===== config.mk =====
export PLATFORM = sky130hd
export DESIGN_NAME = dist_gain_flat
export DESIGN_NICKNAME = d
export VERILOG_FILES = /design/src/rtl/dist_gain_if.sv /design/src/rtl/dist_gain.sv /design/src/flat_wrapper.sv
export SDC_FILE = /design/constraint.sdc
export NUM_CORES = 1
export LEC_CHECK = 0
export BUFFER_PORTS_ARGS = -buffer_cell sky130_fd_sc_hd__buf_4
export CAP_MARGIN = 20
export CORE_MARGIN = 2
export CORE_UTILIZATION = 38
export CTS_CLUSTER_DIAMETER = 40
export DETAILED_ROUTE_END_ITERATION = 8
export MAX_ROUTING_LAYER = met4
export PLACE_DENSITY = 0.56
export SETUP_SLACK_MARGIN = 0.3
export SLEW_MARGIN = 15
export SYNTH_ARGS = -nofsm -noshare
export SYNTH_HDL_FRONTEND = slang
export SYNTH_SLANG_ARGS = --single-unit
export TNS_END_PERCENT = 5

===== constraint.sdc =====
create_clock -name clk -period 3.4 [get_ports clk]
set_input_delay 0.68 -clock clk [delete_from_list [all_inputs] [get_ports clk]]
set_output_delay 0.68 -clock clk [all_outputs]
set_load 0.05 [all_outputs]

===== src/rtl/dist_gain_if.sv =====
// Sample stream and control/status bundle for the distance-driven gain stage.
// The master side drives intensity and samples; the slave (dist_gain) returns scaled samples and status.
interface dist_gain_if;
    logic [3:0]  intensity;
    logic        sample_valid;
    logic [11:0] sample_in;
    logic [11:0] sample_out;
    logic        out_valid;
    logic [3:0]  gain;
    logic        settled;

    modport master (
        output intensity, sample_valid, sample_in,
        input  sample_out, out_valid, gain, settled
    );

    modport slave (
        input  intensity, sample_valid, sample_in,
        output sample_out, out_valid, gain, settled
    );
endinterface


===== src/rtl/dist_gain.sv =====
// Debounces the distance intensity, slews a 0..8 gain toward it one step per RAMP_SAMPLES
// strobes, and scales the signed audio stream by gain/8 with a two-cycle pipeline.
module dist_gain #(
    parameter int HOLD_SAMPLES = 64,
    parameter int RAMP_SAMPLES = 256
) (
    input logic       clk,
    input logic       reset,
    dist_gain_if.slave bus
);
    localparam int HW = (HOLD_SAMPLES > 1) ? $clog2(HOLD_SAMPLES) : 1;
    localparam int RW = (RAMP_SAMPLES > 1) ? $clog2(RAMP_SAMPLES) : 1;
    localparam logic [HW-1:0] HOLD_MAX = HW'(HOLD_SAMPLES - 1);
    localparam logic [RW-1:0] RAMP_MAX = RW'(RAMP_SAMPLES - 1);

    typedef enum logic [1:0] {SETTLED, RISE, FALL} slew_state_t;

    slew_state_t state, next_state;

    logic [3:0]        gain, target, cand, ci;
    logic [HW-1:0]     stable_cnt;
    logic [RW-1:0]     ramp_cnt;
    logic signed [16:0] prod, sample_ext, gain_ext;
    logic              valid_s1;
    logic [11:0]       sample_out;
    logic              out_valid;
    logic              settled;

    always_comb begin
        ci = (bus.intensity > 4'd8) ? 4'd8 : bus.intensity;
    end

    always_ff @(posedge clk or posedge reset) begin
        if (reset) begin
            state <= SETTLED;
        end else begin
            state <= next_state;
        end
    end

    always_comb begin
        next_state = SETTLED;
        if (gain < target) begin
            next_state = RISE;
        end else if (gain > target) begin
            next_state = FALL;
        end
    end

    always_comb begin
        settled = (state == SETTLED);
    end

    // Direction comes from the live gain/target compare so a reversal steps the new way
    // immediately and a step can never cross the target.
    always_ff @(posedge clk or posedge reset) begin
        if (reset) begin
            gain       <= 4'd0;
            target     <= 4'd0;
            cand       <= 4'd0;
            stable_cnt <= '0;
            ramp_cnt   <= '0;
        end else if (bus.sample_valid) begin
            if (ci != cand) begin
                cand       <= ci;
                stable_cnt <= '0;
            end else if (stable_cnt < HOLD_MAX) begin
                stable_cnt <= stable_cnt + 1'b1;
            end else begin
                target <= cand;
            end

            if (state == SETTLED) begin
                ramp_cnt <= '0;
            end else if (gain != target) begin
                if (ramp_cnt == RAMP_MAX) begin
                    ramp_cnt <= '0;
                    gain     <= (gain < target) ? gain + 4'd1 : gain - 4'd1;
                end else begin
                    ramp_cnt <= ramp_cnt + 1'b1;
                end
            end
        end
    end

    always_comb begin
        sample_ext = {{5{bus.sample_in[11]}}, bus.sample_in};
        gain_ext   = {13'd0, gain};
    end

    // Gain 8 is unity, so the product shifted right by 3 always fits back into 12 bits.
    always_ff @(posedge clk or posedge reset) begin
        if (reset) begin
            prod       <= '0;
            valid_s1   <= 1'b0;
            sample_out <= 12'd0;
            out_valid  <= 1'b0;
        end else begin
            valid_s1  <= bus.sample_valid;
            out_valid <= valid_s1;
            if (bus.sample_valid) begin
                prod <= sample_ext * gain_ext;
            end
            if (valid_s1) begin
                sample_out <= 12'(prod >>> 3);
            end
        end
    end

    assign bus.gain       = gain;
    assign bus.settled    = settled;
    assign bus.sample_out = sample_out;
    assign bus.out_valid  = out_valid;
endmodule

===== src/flat_wrapper.sv =====
// flat-port wrapper written by rule: the top's interface ports become plain ports
module dist_gain_flat 
#(
    parameter int HOLD_SAMPLES = 64,
    parameter int RAMP_SAMPLES = 256
)
  (clk, reset, bus_intensity, bus_sample_valid, bus_sample_in, bus_sample_out, bus_out_valid, bus_gain, bus_settled);
  dist_gain_if bus_i ();
  input logic clk;
  input logic reset;
  input wire logic [$bits(bus_i.intensity)-1:0] bus_intensity;
  input wire logic [$bits(bus_i.sample_valid)-1:0] bus_sample_valid;
  input wire logic [$bits(bus_i.sample_in)-1:0] bus_sample_in;
  output wire logic [$bits(bus_i.sample_out)-1:0] bus_sample_out;
  output wire logic [$bits(bus_i.out_valid)-1:0] bus_out_valid;
  output wire logic [$bits(bus_i.gain)-1:0] bus_gain;
  output wire logic [$bits(bus_i.settled)-1:0] bus_settled;
  assign bus_i.intensity = bus_intensity;
  assign bus_i.sample_valid = bus_sample_valid;
  assign bus_i.sample_in = bus_sample_in;
  assign bus_sample_out = bus_i.sample_out;
  assign bus_out_valid = bus_i.out_valid;
  assign bus_gain = bus_i.gain;
  assign bus_settled = bus_i.settled;
  dist_gain #(.HOLD_SAMPLES(HOLD_SAMPLES), .RAMP_SAMPLES(RAMP_SAMPLES)) u_core (.clk(clk), .reset(reset), .bus(bus_i));
endmodule

# ---- After elaboration in Yosys (flattened, before gate mapping)
# Index checks and enable logic that the tools add are counted.
dict set report word_totals {
  regBits 57
  latchBits 0
  mem_bits_rw 0
  romBits 0
  in_bits 19
  output_inout_bits 18
  elab_cells 42
  memories 0
}
dict set report classes {
  addsub 4
  n_mul 1
  div_mod_pow 0
  n_lt_le_gt_ge 4
  eq_ne 3
  n_shift 0
  muxes 9
  bitwise 3
  reduce_logical 8
}
# cell n
set ops {}
lappend ops {{$mux W8} 3}
lappend ops {{$mul A12 B5 Y15} 1}
lappend ops {{$mux W6} 2}
lappend ops {{$add A8 B1 Y8 const B} 1}
lappend ops {{$eq A8 B8 Y1 const B} 1}
lappend ops {{$mux W4} 2}
lappend ops {{$ne A4 B4 Y1} 2}
lappend ops {{$add A6 B1 Y6 const B} 1}
lappend ops {{$lt A6 B6 Y1 const B} 1}
lappend ops {{$reduce_and A2 Y1} 3}
lappend ops {{$add A4 B1 Y4 const B} 1}
lappend ops {{$gt A4 B4 Y1} 1}
lappend ops {{$gt A4 B4 Y1 const B} 1}
lappend ops {{$lt A4 B4 Y1} 1}
lappend ops {{$mux W2} 2}
lappend ops {{$reduce_and A4 Y1} 1}
lappend ops {{$reduce_bool A2 Y1} 2}
lappend ops {{$sub A4 B1 Y4 const B} 1}
lappend ops {{$not A1 Y1} 3}
lappend ops {{$reduce_and A3 Y1} 1}
lappend ops {{$logic_not A2 Y1} 1}

# ---- Depth between registers and ports, before layout
# Gate-level depths: netlist (run 1).
dict set report logic_depth {
  word_depth 5
  ltp_mapped 14
  mapped_depth_nobuf 13
}

# ---- Worst setup path after synthesis (run 1)
# No wires, ideal clock.
dict set report synth_timing {
  path_type {register to register}
  startpoint {register u_core.gain[2] (netlist: u_core.bus.gain[2])}
  endpoint {register u_core.prod[11]}
  setup_ns 0.125
  t_arrival_ns 3.865
  required_ns 3.275
  slack_ns -0.590
  path_stages_with_launch 14
  path_buffers 1
  synth_period_minus_slack_ns 3.990
  path_cell_list {dfrtp_1 > clkbuf_1 > and2_1 > ha_1 > fa_1 > inv_1 > fa_1 > inv_1 > ha_1 > a21o_1 > nor3_1 > o21ai_1 > xor2_1 > mux2_2}
}
dict set report synth_via {
  elab_chain_len 1
}
# item line
set synth_rtl {}
lappend synth_rtl {{start: declaration} dist_gain.sv:20} ;# logic [3:0] gain, target, cand, ci;
lappend synth_rtl {{start signal: assignment} dist_gain.sv:78} ;# gain <= (gain < target) ? gain + 4'd1 : gain - 4'd1;
lappend synth_rtl {{$mul A12 B5 Y15} dist_gain.sv:102} ;# prod <= sample_ext * gain_ext;
lappend synth_rtl {{end signal: assignment} dist_gain.sv:102}
lappend synth_rtl {{end: declaration} dist_gain.sv:23} ;# logic signed [16:0] prod, sample_ext, gain_ext;
# Every way passes these cells.
# A chain may end at the register's enable or synchronous reset.

# ---- Final worst setup path (run 1)
dict set report layout_timing {
  startpoint {register u_core.gain[2] (netlist: u_core.bus.gain[2])}
  endpoint {register u_core.prod[14]}
}
# Same word-level chain as after synthesis.

==> flow_summary_export.csv, run 1 <==
group,metric,value,unit
setup_path,worstSetupStartpointType,"flip-flop",
drt,first_pass_iters,4,
finish,multi_input_area,2790,µm²
drt,dr.first_iter.drc_count,129,
run_status,violations,"setup timing",
drt,drt-met1-wl,4490,µm
die,core,10400,µm²
run_status,status,"finished, violations left",
setup_path,arrival,3.61,ns
setup_path,cp_max_fo,6,
clocking,clock_latency,0.31,ns
synthesis,synth.avg_cell_area,10.0,µm²
synthesis,synthTopCellsByCount,"55 x inv_1, 54 x dfrtp_1, 37 x and2_1, 33 x ha_1, 27 x nand2_1",
drt,wl_per_cell,13.6,µm
drt,met2_length,3940,µm
drt,viasPerCell,4.87,
die,die_w,108,µm
power,power_density,285,nW/µm²
die,ios,37,
global_route,grt_pass1_wl,14700,µm
hold_path,hold_class,"in -> async",
synthesis,ys_seq_area_frac,0.330,
setup_path,required,3.58,ns
power,total_power,1.51,mW
synthesis,synth.most_common_cell,"inv_1",
placed_design,io_buffers,36,
finish,fill_cells,967,
clocking,h-tree-depth,2,
clocking,cts_num_sinks,54,
placed_design,placedInstanceArea,4940,µm²
synthesis,syn_area,4090,µm²
drt,wl,8590,µm
sta,fin_ws,-0.0279,ns
placed_design,post-place-ws,-0.394,ns
drt,vias,3075,
placed_design,gp_congestion,0.754,
clocking,root_buffer,"clkbuf_8",
sta,slew_viol_final,0,
sta,min_period_over_period,1.01,
setup_path,crit_type,"reg -> reg",
synthesis,ys_seq_elements,54,
die,die-area,11600,µm²
finish,final_cell_area,5300,µm²
sta,relSlewSlack,0.512,
sta,rsz0062_at_grt,"yes",
synthesis,async_flop_share,1.00,
global_route,grt_pass1_vias,3119,
drt,drc_errors,0,
global_route,overflow,0,
placed_design,dp_hpwl,6420,µm
sta,clock_skew,0.0175,ns
drt,wl_met3,134,µm
sta,period_minus_slack,3.43,ns
drt,ant_nets,0,
synthesis,yosysTopAreaCell,"dfrtp_1",
finish,diodes,0,
global_route,grt_max_degree,36,
synthesis,synth_area_leaders,"dfrtp_1 33%, fa_1 11%, ha_1 10%",
drt,topRoutingLayerUsed,"met4",
global_route,grt.total_usage,0.161,
die,die_y,108,µm
synthesis,postSynthCellCount,409,
die,rows,37,
sta,hold_ws,0.480,ns
setup_path,r2r-start,"u_core.bus.gain[2]",
clocking,clockBufferDepth,2,
power,power.leakage,2.53,nW
die,initial_core_util,0.395,
power,vdd_drop_max,201,µV
finish,syn_to_final_growth,29.5,%
synthesis,yosysWarnings,0,
sta,tightest_slew,0.731,ns
sta,hold_viol_final,0,
synthesis,synth_edf_count,0,
finish,layout-drive-gt1-share,0.366,
synthesis,dominantRegCellSynth,"dfrtp_1",
clocking,clk_pin_slew,0.12,ns
synthesis,ys_types,47,
clocking,cts_tree,"done",
synthesis,synth_top_area_frac,0.330,
synthesis,synth_fp_nets,484,
global_route,antenna_found_initial,0,
setup_path,end_kind,"flip-flop",
sta,max_freq,0.292,GHz
finish,nets,569,
job,drv_cap,0,
sta,setup-violations-final,2,
finish,seq_area,1360,µm²
clocking,cts_buffers,5,
setup_path,startpoint,"u_core.bus.gain[2]",
sta,tns,-0.0507,ns
cell usage in the layout (no fill, tap or decap), drive strengths merged, types with 7 or more instances in the layout:
master	instances
ha	33
dfrtp	54
fa	23
nor2b	7
nand3	11
mux2	28
a21oi	15
nand2	27
inv	56
buf	87
xnor2	15
nand4	7
o21ai	18
xor2	8
nor2	13
and2	37
registers in the layout, summed over array words and instances (netlist names):
name                   flops
u_core.ramp_cnt            8
u_core.bus.sample_out     12
u_core.bus.out_valid       1
u_core.cand                4
u_core.state               2
u_core.prod               12
u_core.bus.gain            4
u_core.target              4
u_core.valid_s1            1
u_core.stable_cnt          6
critical path, cell delays in order, from the launching register on:
cell and delay (ns):
dfrtp_2 0.45, buf_6 0.14, and2_4 0.14, ha_4 0.21, fa_1 0.51, inv_2 0.04, fa_1 0.52, inv_2 0.05
ha_4 0.21, a21o_1 0.16, or3_4 0.33, o22a_1 0.20, o21a_1 0.11, xnor2_1 0.15, a21oi_1 0.08
where the power goes:
group	total, mW	internal, mW	switching (mW)	leakage (nW)
Sequential	0.772	0.711	0.0603	0.658
Clock	0.386	0.153	0.233	0.0502
Combinational	0.351	0.150	0.201	1.82
what timing repair did:
action / CTS / global route
gates cloned: 0 / 0
resized for setup: 20 / 19
setup buffers: 4 / 3
setup endpoints to repair: 9 / 11
hold buffers: 0 / 0
pin swaps: 18 / 27
layout make-up:
cell class                      count  share of cell area
Multi-Input combinational cell    290               0.526
Sequential cell                    54               0.256
Timing Repair Buffer               88               0.128
Inverter                           55              0.0390
Tap cell                          136              0.0321
Clock buffer                        5              0.0130
Clock inverter                      3             0.00543
cells by family after synthesis:
family | after synthesis | share of synthesized area
muxes | 31 | 0.0872
DFF | 54 | 0.330
buffers and inverters | 65 | 0.0615
xor gates and xnor gates | 23 | 0.0492
and+or+nand+nor | 119 | 0.166
adders and majority gates | 56 | 0.213
AOI/OAI and AO/OA | 61 | 0.0927
per-stage QoR:
| step | std cells | utilization |
|---|---|---|
| floorplan | 409 | - |
| CTS | 628 | 0.501 |
| detailed placement | 616 | 0.476 |
| finish | 631 | 0.511 |
| global placement | 616 | 0.476 |
| global route | 631 | 0.511 |
final timing paths:
| path | to | slack (ns) | cells after the start |
|---|---|---|---|
| max | u_core.prod[14] | -0.03 | 14 |
| min | u_core.bus.sample_out[4] | 0.48 | 2 |
| max reg2reg | u_core.prod[14] | -0.03 | 14 |
| min reg2reg | u_core.ramp_cnt[7] | 0.49 | 1 |
| max in group asynchronous | u_core.cand[2] | 2.16 | 3 |
| min in group clk | u_core.ramp_cnt[7] | 0.49 | 1 |
per-layer routing:
| layer | global-route usage | vias up |
|---|---|---|
| met5 | - | - |
| met4 | 0.0192 | 0 |
| met3 | 0.0200 | 2 |
| met2 | 0.254 | 30 |
| met1 | 0.230 | 1505 |
| li1 | - | 1538 |
No activity file was read; power rests on OpenSTA's default activity.
==> run 2: changes to the inputs <==
--- a/config.mk
+++ b/config.mk
@@ -7,12 +7,13 @@
 export LEC_CHECK = 0
 export BUFFER_PORTS_ARGS = -buffer_cell sky130_fd_sc_hd__buf_4
 export CAP_MARGIN = 20
+export CELL_PAD_IN_SITES_DETAIL_PLACEMENT = 0
+export CELL_PAD_IN_SITES_GLOBAL_PLACEMENT = 1
 export CORE_MARGIN = 2
 export CORE_UTILIZATION = 38
 export CTS_CLUSTER_DIAMETER = 40
 export DETAILED_ROUTE_END_ITERATION = 8
-export MAX_ROUTING_LAYER = met4
-export PLACE_DENSITY = 0.56
+export PLACE_DENSITY = 0.69
 export SETUP_SLACK_MARGIN = 0.3
 export SLEW_MARGIN = 15
 export SYNTH_ARGS = -nofsm -noshare
==> flow_summary_export.csv, run 2 (same netlist as run 1, synthesis figures left out) <==
group,metric,value,unit
finish,layout_common_cells,"81 x buf_4, 51 x dfrtp_1, 48 x inv_1",
global_route,grt_util_met3,0.0333,
global_route,grtUsageMet2,0.254,
clocking,cts_tree,"done",
global_route,grt_pass1_wl,14700,µm
finish,multi_input_area,2780,µm²
power,power.leakage,2.51,nW
finish,seq_area,1360,µm²
placed_design,gp_congestion,0.761,
global_route,antenna_found_initial,0,
setup_path,end_kind,"flip-flop",
finish,layout-drive-gt1-share,0.354,
sta,setup-violations-final,1,
setup_path,worstSetupStartpointType,"flip-flop",
power,total_power,1.54,mW
power,power_density,293,nW/µm²
drt,wl,8520,µm
drt,first_pass_iters,4,
global_route,overflow,0,
finish,diodes,0,
die,rows,37,
clocking,cts_num_sinks,54,
sta,min_period_over_period,1.01,
drt,vias,3097,
clocking,h-tree-depth,2,
sta,hold_viol_final,0,
clocking,cts_buffers,5,
global_route,grt.total_usage,0.159,
sta,slew_viol_final,0,
drt,drc_errors,0,
hold_path,hold_class,"in -> async",
placed_design,post-place-ws,-0.373,ns
global_route,grt_pass1_vias,3125,
sta,relSlewSlack,0.554,
sta,period_minus_slack,3.42,ns
clocking,clk_pin_slew,0.09,ns
die,initial_core_util,0.395,
setup_path,cp_max_fo,8,
sta,max_freq,0.292,GHz
placed_design,dp_hpwl,6520,µm
global_route,use_met1,0.224,
sta,fin_ws,-0.0244,ns
drt,viasPerCell,4.94,
clocking,clockBufferDepth,2,
finish,largestRegisters,"u_core.bus.sample_out (12), u_core.prod (12), u_core.ramp_cnt (8)",
die,die_y,108,µm
global_route,busiest_layer,"met2",
drt,ant_nets,0,
setup_path,startpoint,"u_core.bus.gain[2]",
sta,clock_skew,0.00441,ns
clocking,root_buffer,"clkbuf_8",
power,vdd_drop_max,254,µV
setup_path,r2r-start,"u_core.bus.gain[2]",
setup_path,arrival,3.61,ns
finish,syn_to_final_growth,28.7,%
finish,fill_cells,1004,
placed_design,io_buffers,36,
job,drv_cap,0,
finish,nets,565,
die,die-area,11600,µm²
die,die_w,108,µm
drt,dr.first_iter.drc_count,91,
setup_path,required,3.58,ns
placed_design,placedInstanceArea,4920,µm²
sta,tightest_slew,0.663,ns
die,core,10400,µm²
clocking,clock_latency,0.30,ns
run_status,status,"finished, violations left",
global_route,grt_max_degree,36,
run_status,violations,"setup timing",
finish,final_common_cell,"buf_4",
sta,rsz0062_at_grt,"yes",
setup_path,crit_type,"reg -> reg",
drt,wl_per_cell,13.6,µm
die,ios,37,
finish,final_cell_area,5270,µm²
## run 2: cell types whose count changed in the layout (fill, tap and decap cells not counted), sizes merged
cell / before / now
buf: 87 / 84
clkbuf: 6 / 5
bufinv: 0 / 1
inv: 56 / 55
## run 2: timing repair
item,in CTS,in global routing
hold buffers,0,0
buffers inserted,5,0
pin swaps,25,15
endpoints found under the setup margin,10,11
gates cloned,0,0
gates resized for setup,25,12
## run 2: layer usage
layer / part of all wire / vias up
met3: 0.023 / 6
li1: - / 1531
met1: 0.50 / 1522
met2: 0.46 / 38
met5: 0 / -
met4: 0.014 / 0
## run 2: path summary, 6_finish.rpt
kind	to	cells after the start	slack (ns)
setup / recovery	u_core.prod[14]	14	-0.02
hold / removal	u_core.ramp_cnt[2]	2	0.41
setup reg to reg	u_core.prod[14]	14	-0.02
hold reg to reg	u_core.ramp_cnt[7]	1	0.49
max in group asynchronous	u_core.bus.gain[1]	3	2.36
min in group clk	u_core.ramp_cnt[7]	1	0.49
## run 2: worst max-delay path, stage by stage, from the launching register on
cell     delay (ns)
dfrtp_2        0.49
buf_6          0.17
and2_4         0.14
ha_4           0.21
fa_1           0.47
inv_1          0.05
fa_1           0.48
inv_2          0.04
ha_4           0.20
a21o_1         0.16
or3_4          0.36
o22a_1         0.20
o21a_1         0.11
xnor2_1        0.14
a21oi_1        0.07
## run 2: cell type report
type,count,share of cell area
clock buffer,5,0.0131
clock inverter,3,0.00760
inverter,55,0.0392
multi-input combinational,290,0.529
sequential,54,0.257
tap,136,0.0323
timing repair buffer,84,0.122
## run 2: per-stage QoR
stage | hold WS [ns] | util | instances | setup TNS (ns)
global placement | 0.471 | 0.475 | 614 | -2.42
detailed placement | 0.471 | 0.475 | 614 | -2.45
global route | 0.432 | 0.508 | 627 | -0.952
finish | 0.410 | 0.508 | 627 | -0.0244
CTS | 0.423 | 0.502 | 627 | -0.115
floorplan | 0.407 | - | 409 | -0.528
## run 2: power by group
part	switching (mW)	total, mW	internal (mW)
clock	0.204	0.421	0.217
sequential	0.0617	0.773	0.711
combinational	0.200	0.350	0.150
